$ cat src/rtl/mem_pkg.sv
// mem_pkg: shared types and constants for the memory-access stage.
//   state_t   - access sequencer states
//   lane_t    - byte lane index within a 32-bit word (addr[1:0])
//   BE_NONE / BE_ALL - active-low byte-enable patterns
//   lane_mask_n() - active-low byte enable selecting a single lane
package mem_pkg;

    typedef enum logic [2:0] {
        ST_IDLE     = 3'd0,
        ST_RD       = 3'd1,
        ST_WR_SETUP = 3'd2,
        ST_WR_PULSE = 3'd3,
        ST_WR_HOLD  = 3'd4,
        ST_DONE     = 3'd5
    } state_t;

    typedef logic [1:0] lane_t;

    localparam logic [3:0] BE_NONE = 4'b1111;
    localparam logic [3:0] BE_ALL  = 4'b0000;

    function automatic logic [3:0] lane_mask_n(input lane_t lane);
        logic [3:0] be;
        be       = BE_NONE;
        be[lane] = 1'b0;
        return be;
    endfunction

endpackage

$ cat src/rtl/mem_byte_lane.sv
// mem_byte_lane: combinational byte-lane steering for LB/SB and LW/SW.
//   lane      in  byte lane (addr[1:0]); ignored for word accesses
//   load_byte in  1 = byte access, 0 = word access
//   rdata     in  raw SRAM read word
//   wdata     in  store data from the pipeline
//   rd_data   out load result (sign-extended byte or full word)
//   st_data   out data to drive on the SRAM bus
//   be_n      out active-low byte enables for a store
module mem_byte_lane
    import mem_pkg::*;
(
    input  logic [1:0]  lane,
    input  logic        load_byte,
    input  logic [31:0] rdata,
    input  logic [31:0] wdata,
    output logic [31:0] rd_data,
    output logic [31:0] st_data,
    output logic [3:0]  be_n
);

    logic [7:0] rbyte;

    always_comb begin
        rbyte   = rdata[{lane, 3'b000} +: 8];
        rd_data = load_byte ? {{24{rbyte[7]}}, rbyte} : rdata;
        // The byte is replicated on every lane; be_n picks the one the SRAM keeps.
        st_data = load_byte ? {4{wdata[7:0]}} : wdata;
        be_n    = load_byte ? lane_mask_n(lane_t'(lane)) : BE_ALL;
    end

endmodule

$ cat src/rtl/mem_access.sv
// mem_access: memory-access pipeline stage driving a 32-bit asynchronous SRAM.
// Latches a load/store request, sequences the SRAM strobes, and returns a
// one-cycle write-back pulse. Non-memory instructions pass through in one cycle.
//   clk, rst        clock; asynchronous active-high reset
//   addr_i          byte address, or ALU result for non-memory instructions
//   wdata_i         store data
//   mem_read_i      load request (wins over mem_write_i)
//   mem_write_i     store request
//   load_byte_i     1 = LB/SB, 0 = LW/SW
//   reg_write_i     instruction writes a register
//   wreg_i          destination register
//   busy            stall upstream; high whenever not IDLE
//   wb_valid        one-cycle completion pulse
//   wb_reg_write    write-back enable (meaningful with wb_valid)
//   wb_reg, wb_data write-back register and data
//   ram_addr        SRAM word address (addr[ADDR_W+1:2])
//   ram_wdata       data to SRAM; ram_wdata_oe enables the bus driver
//   ram_rdata       data from SRAM
//   ram_ce_n, ram_oe_n, ram_we_n, ram_be_n  active-low SRAM controls
module mem_access
    import mem_pkg::*;
#(
    parameter int ADDR_W      = 20,
    parameter int WAIT_CYCLES = 1
) (
    input  logic              clk,
    input  logic              rst,
    input  logic [31:0]       addr_i,
    input  logic [31:0]       wdata_i,
    input  logic              mem_read_i,
    input  logic              mem_write_i,
    input  logic              load_byte_i,
    input  logic              reg_write_i,
    input  logic [4:0]        wreg_i,
    output logic              busy,
    output logic              wb_valid,
    output logic              wb_reg_write,
    output logic [4:0]        wb_reg,
    output logic [31:0]       wb_data,
    output logic [ADDR_W-1:0] ram_addr,
    output logic [31:0]       ram_wdata,
    output logic              ram_wdata_oe,
    input  logic [31:0]       ram_rdata,
    output logic              ram_ce_n,
    output logic              ram_oe_n,
    output logic              ram_we_n,
    output logic [3:0]        ram_be_n
);

    localparam int CNT_W = (WAIT_CYCLES > 0) ? $clog2(WAIT_CYCLES + 1) : 1;
    localparam logic [CNT_W-1:0] CNT_LOAD = CNT_W'(WAIT_CYCLES);

    state_t            state;
    state_t            state_nxt;
    logic [CNT_W-1:0]  cnt;
    logic              wait_done;
    logic              mem_req;
    logic              wr_phase;

    logic [ADDR_W+1:0] addr_q;
    logic [31:0]       wdata_q;
    logic              load_byte_q;
    logic              reg_write_q;
    logic [4:0]        wreg_q;

    logic [31:0]       ld_data;
    logic [31:0]       st_data;
    logic [3:0]        st_be_n;

    assign mem_req   = mem_read_i | mem_write_i;
    assign wait_done = (cnt == '0);

    mem_byte_lane u_lane (
        .lane      (addr_q[1:0]),
        .load_byte (load_byte_q),
        .rdata     (ram_rdata),
        .wdata     (wdata_q),
        .rd_data   (ld_data),
        .st_data   (st_data),
        .be_n      (st_be_n)
    );

    always_comb begin
        state_nxt = state;
        unique case (state)
            ST_IDLE: begin
                if (mem_read_i)       state_nxt = ST_RD;
                else if (mem_write_i) state_nxt = ST_WR_SETUP;
            end
            ST_RD:       if (wait_done) state_nxt = ST_DONE;
            ST_WR_SETUP: state_nxt = ST_WR_PULSE;
            ST_WR_PULSE: if (wait_done) state_nxt = ST_WR_HOLD;
            ST_WR_HOLD:  state_nxt = ST_DONE;
            ST_DONE:     state_nxt = ST_IDLE;
            default:     state_nxt = ST_IDLE;
        endcase
    end

    // The counter reloads on every state change, so each multi-cycle state
    // starts with WAIT_CYCLES remaining and exits when it reaches zero.
    always_ff @(posedge clk or posedge rst) begin
        if (rst) begin
            state <= ST_IDLE;
            cnt   <= '0;
        end else begin
            state <= state_nxt;
            if (state_nxt != state)
                cnt <= CNT_LOAD;
            else if (!wait_done)
                cnt <= cnt - CNT_W'(1);
        end
    end

    always_ff @(posedge clk or posedge rst) begin
        if (rst) begin
            addr_q      <= '0;
            wdata_q     <= '0;
            load_byte_q <= 1'b0;
            reg_write_q <= 1'b0;
            wreg_q      <= '0;
        end else if (state == ST_IDLE && mem_req) begin
            addr_q      <= addr_i[ADDR_W+1:0];
            wdata_q     <= wdata_i;
            load_byte_q <= load_byte_i;
            reg_write_q <= reg_write_i;
            wreg_q      <= wreg_i;
        end
    end

    // Write-back is registered on the edge that enters DONE (or on the IDLE
    // edge for a pass-through), so the pulse lines up with the DONE cycle.
    always_ff @(posedge clk or posedge rst) begin
        if (rst) begin
            wb_valid     <= 1'b0;
            wb_reg_write <= 1'b0;
            wb_reg       <= '0;
            wb_data      <= '0;
        end else begin
            wb_valid     <= 1'b0;
            wb_reg_write <= 1'b0;
            if (state == ST_IDLE && !mem_req) begin
                wb_valid     <= 1'b1;
                wb_reg_write <= reg_write_i;
                wb_reg       <= wreg_i;
                wb_data      <= addr_i;
            end else if (state == ST_RD && wait_done) begin
                wb_valid     <= 1'b1;
                wb_reg_write <= reg_write_q;
                wb_reg       <= wreg_q;
                wb_data      <= ld_data;
            end else if (state == ST_WR_HOLD) begin
                wb_valid <= 1'b1;
                wb_reg   <= wreg_q;
            end
        end
    end

    // Strobes decode the registered state, so reset forces them inactive
    // without waiting for a clock edge.
    assign wr_phase     = (state == ST_WR_SETUP) || (state == ST_WR_PULSE) ||
                          (state == ST_WR_HOLD);
    assign busy         = (state != ST_IDLE);
    assign ram_ce_n     = !((state == ST_RD) || wr_phase);
    assign ram_oe_n     = (state != ST_RD);
    assign ram_we_n     = (state != ST_WR_PULSE);
    assign ram_wdata_oe = wr_phase;
    assign ram_be_n     = (state == ST_RD) ? BE_ALL :
                          wr_phase         ? st_be_n : BE_NONE;
    assign ram_addr     = addr_q[ADDR_W+1:2];
    assign ram_wdata    = st_data;

endmodule

$ cat config.mk
export PLATFORM = sky130hd
export DESIGN_NAME = mem_access
export DESIGN_NICKNAME = d
export VERILOG_FILES = /design/src/rtl/mem_pkg.sv /design/src/rtl/mem_byte_lane.sv /design/src/rtl/mem_access.sv
export SDC_FILE = /design/constraint.sdc
export NUM_CORES = 1
export LEC_CHECK = 0
export BUFFER_PORTS_ARGS = -buffer_cell sky130_fd_sc_hd__buf_4
export CAP_MARGIN = 20
export CORE_MARGIN = 4
export CORE_UTILIZATION = 40
export CTS_CLUSTER_DIAMETER = 100
export DETAILED_ROUTE_END_ITERATION = 8
export PLACE_DENSITY = 0.68
export SYNTH_ARGS = -nofsm -noshare
export SYNTH_HDL_FRONTEND = slang
export SYNTH_SLANG_ARGS = --single-unit
export TNS_END_PERCENT = 30
$ cat constraint.sdc
create_clock -name clk -period 7.25 [get_ports clk]
set_clock_uncertainty 0.15 [all_clocks]
set_input_delay 1.45 -clock clk [delete_from_list [all_inputs] [get_ports clk]]
set_output_delay 1.45 -clock clk [all_outputs]
set_load 0.02 [all_outputs]
==> flow_metrics.tcl <==
set metrics [dict create \
    status "finished, final reports clean" \
    cts_resized 0 \
    path_clk_slew_ps 70 \
    grt_antenna_before_repair 0 \
    clock_power_share_pct 13.2 \
    arrival_ps 1910 \
    synth_edf_count 0 \
    hold_path_class "reg2reg" \
    p_sw_w 0.00150 \
    period_needed_ps 3510 \
    grt_pass1_wl_mm 23.3 \
    drive_gt1_share_pct 43.1 \
    rsz0062_at_grt "no" \
    initial_utilization_pct 40.9 \
    gr-usage-all-layers_pct 20.1 \
    seqPwrFrac_pct 31.1 \
    place_area_sq_mm 0.00654 \
    reg.largest.list "wb_data x32, wdata_q x32, addr_q x22" \
    core_sq_mm 0.0126 \
    vias 4318 \
    cts-htree-levels 3 \
    ys_ff_latch 104 \
    synthToLayoutAreaGrowth_pct 32.7 \
    yosys-top-cells-area "dfrtp_1 (50%), mux2_2 (9.6%), o21ai_0 (5.5%)" \
    netSwitchingFraction_pct 43.6 \
    synth_top_area_cell "dfrtp_1" \
    setup_viol 0 \
    dp_hpwl_mm 11.0 \
    cts_tree "built" \
    fin_setup_tns_ps 0 \
    relSlewSlack_pct 31.0 \
    async_flop_share_pct 100 \
    ios 207 \
    drtIter0Drc 341 \
    drt_wl_total_mm 14.7 \
    dieArea_sq_mm 0.0148 \
    crit_fanout 18 \
    drt-wirelength-per-cell_um 17.3 \
    grt-ovfl-total 0 \
    avgSynthCellArea_sq_um 9.99 \
    avgViaCountPerCell 5.08 \
    cts_buffers 9 \
    start_kind "flip-flop" \
    p_comb_share_pct 55.7 \
    post-route-period-util_pct 48.4 \
    hold_violations 0 \
    cpMaxStageDelayCell "dfrtp_1" \
    internal_power_w 0.00193 \
    hold_buffers 0 \
    drtPass1Iterations 5 \
    synth_nets 623 \
    crit_type "reg2out" \
    slew_viol_final 0 \
    synth.distinct_cells 33 \
    worst_pin_slew_ps 1030 \
    peakVddDrop_mv 0.261 \
    ys_seq_area_share_pct 50.5 \
    ant_nets 0 \
    synth.cell_area_sq_mm 0.00516 \
    fmax_mhz 285 \
    io_buffers 206 \
    critPathRequiredTime_ps 5650 \
    grt_pass1_vias 4393 \
    end_kind "output port" \
    insertion_delay_ps 350 \
    postCtsSetupRepairBufs 0 \
    die_x_um 122 \
    reg2reg_slack_ps 4330 \
    drv_cap 0 \
    grt_max_degree 75 \
    synth-main-ff-cell "dfrtp_1" \
    gp_congestion 0.821 \
    power.density_mw_per_mm2 501 \
    clockBufferDepth 2 \
    die_h_um 122 \
    syn_inst 516 \
    final_cell_area_sq_mm 0.00684 \
    root_buffer "clkbuf_16" \
    rows 41 \
    synth_common_cells "dfrtp_1 (104), nand2_1 (69), o21ai_0 (57)" \
    clock_sinks 104 \
    power.leakage_nw 3.22 \
    yosysMostFrequentCell "dfrtp_1" \
    drcViolationCount 0 \
    diodes 0 \
    synth.top_cell.area_share_pct 50.5 \
    nets 780 \
    critPathMaxStageDelay_ps 640 \
    crit_chain "o21ai_1 -> a21oi_1 -> buf_4" \
    synth-warning-count 0 \
]
==> path summary, 6_finish.rpt <==
path	cells after the start	end	start
worst max register to register	5	addr_q[11]	state[2]
worst max-delay path	3	ram_be_n[0]	addr_q[1]
worst min-delay path	2	wb_data[18]	wb_data[18]
min in group asynchronous	2	addr_q[10]	rst
max in group asynchronous	3	addr_q[20]	rst
worst min register to register	2	wb_data[18]	wb_data[18]
==> final cells by class <==
type | instances | area, sq um
Fill cell | 1163 | 5780
Timing Repair Buffer | 210 | 1620
Inverter | 31 | 119
Tap cell | 172 | 215
Multi-Input combinational cell | 317 | 2010
Sequential cell | 104 | 2600
Clock buffer | 11 | 243
Clock inverter | 5 | 32.5
==> metal layers <==
metal	global-route usage (%)	vias up	share of wire, %
li1	-	2050	-
met5	0	-	0
met4	7.77	0	2.5
met2	31.1	190	46
met1	27.0	2052	43
met3	5.43	26	8.5
==> power groups by stage <==
| stage | logic [W] | registers [W] | clock network [W] |
|---|---|---|---|
| 6_report | 0.00191 | 0.00107 | 0.000455 |
| 5_1_grt | 0.00208 | 0.00111 | 0.000494 |
| 4_1_cts | 0.00189 | 0.00109 | 0.000470 |
| 3_5_place_dp | 0.00189 | 0.00110 | 0 |
| 3_3_place_gp | 0.00184 | 0.00108 | 0 |
| 2_1_floorplan | 0.00126 | 0.00112 | 0 |
==> placed cells by master, fill, tap and decap left out, drive strengths merged <==
cell type	netlist	routed
buf	49	210
dfrtp	104	104
nand2	70	70
o21ai	59	59
mux2	44	44
nor2	39	39
inv	31	31
a21oi	29	29
o31ai	24	24
a211oi	22	22
clkbuf	15	11
nor3	11	11
mux2i	7	7
clkinvlp	0	3
a22o	2	2
a22oi	2	2
clkinv	0	2
nand2b	1	1
or3	1	1
a211o	1	1
mux4	1	1
a21boi	1	1
and2	1	1
nand3b	1	1
or2	1	1
==> critical path, delay by kind of cell, from the launching register on <==
family	cells	cell delay [ps]
AO/OA/AOI/OAI	2	730
buffers and inverters	1	200
flip-flops	1	640
==> per-stage QoR <==
step / power, W / util (%) / hold WS [ps] / worst slack (ps) / instances
after CTS: 0.00345 / 54.0 / 334 / 3280 / 849
after floorplan: 0.00238 / - / 312 / 2920 / 516
after detailed placement: 0.00298 / 51.8 / 318 / 3550 / 833
final: 0.00343 / 54.2 / 335 / 3740 / 850
after global placement: 0.00293 / 51.6 / 319 / 3620 / 832
after global routing: 0.00368 / 54.2 / 363 / 3560 / 850
==> logic make-up (layout without fill, tap and decap cells) <==
kind of cell    count (synthesis)  after routing  synth area share, %
compound gates                140            140                 17.4
mux                            52             52                 11.4
simple gates                  125            125                 10.0
buf+inv                        95            257                 10.7
flops                         104            104                 50.5
(Power assumes the default switching activity.)
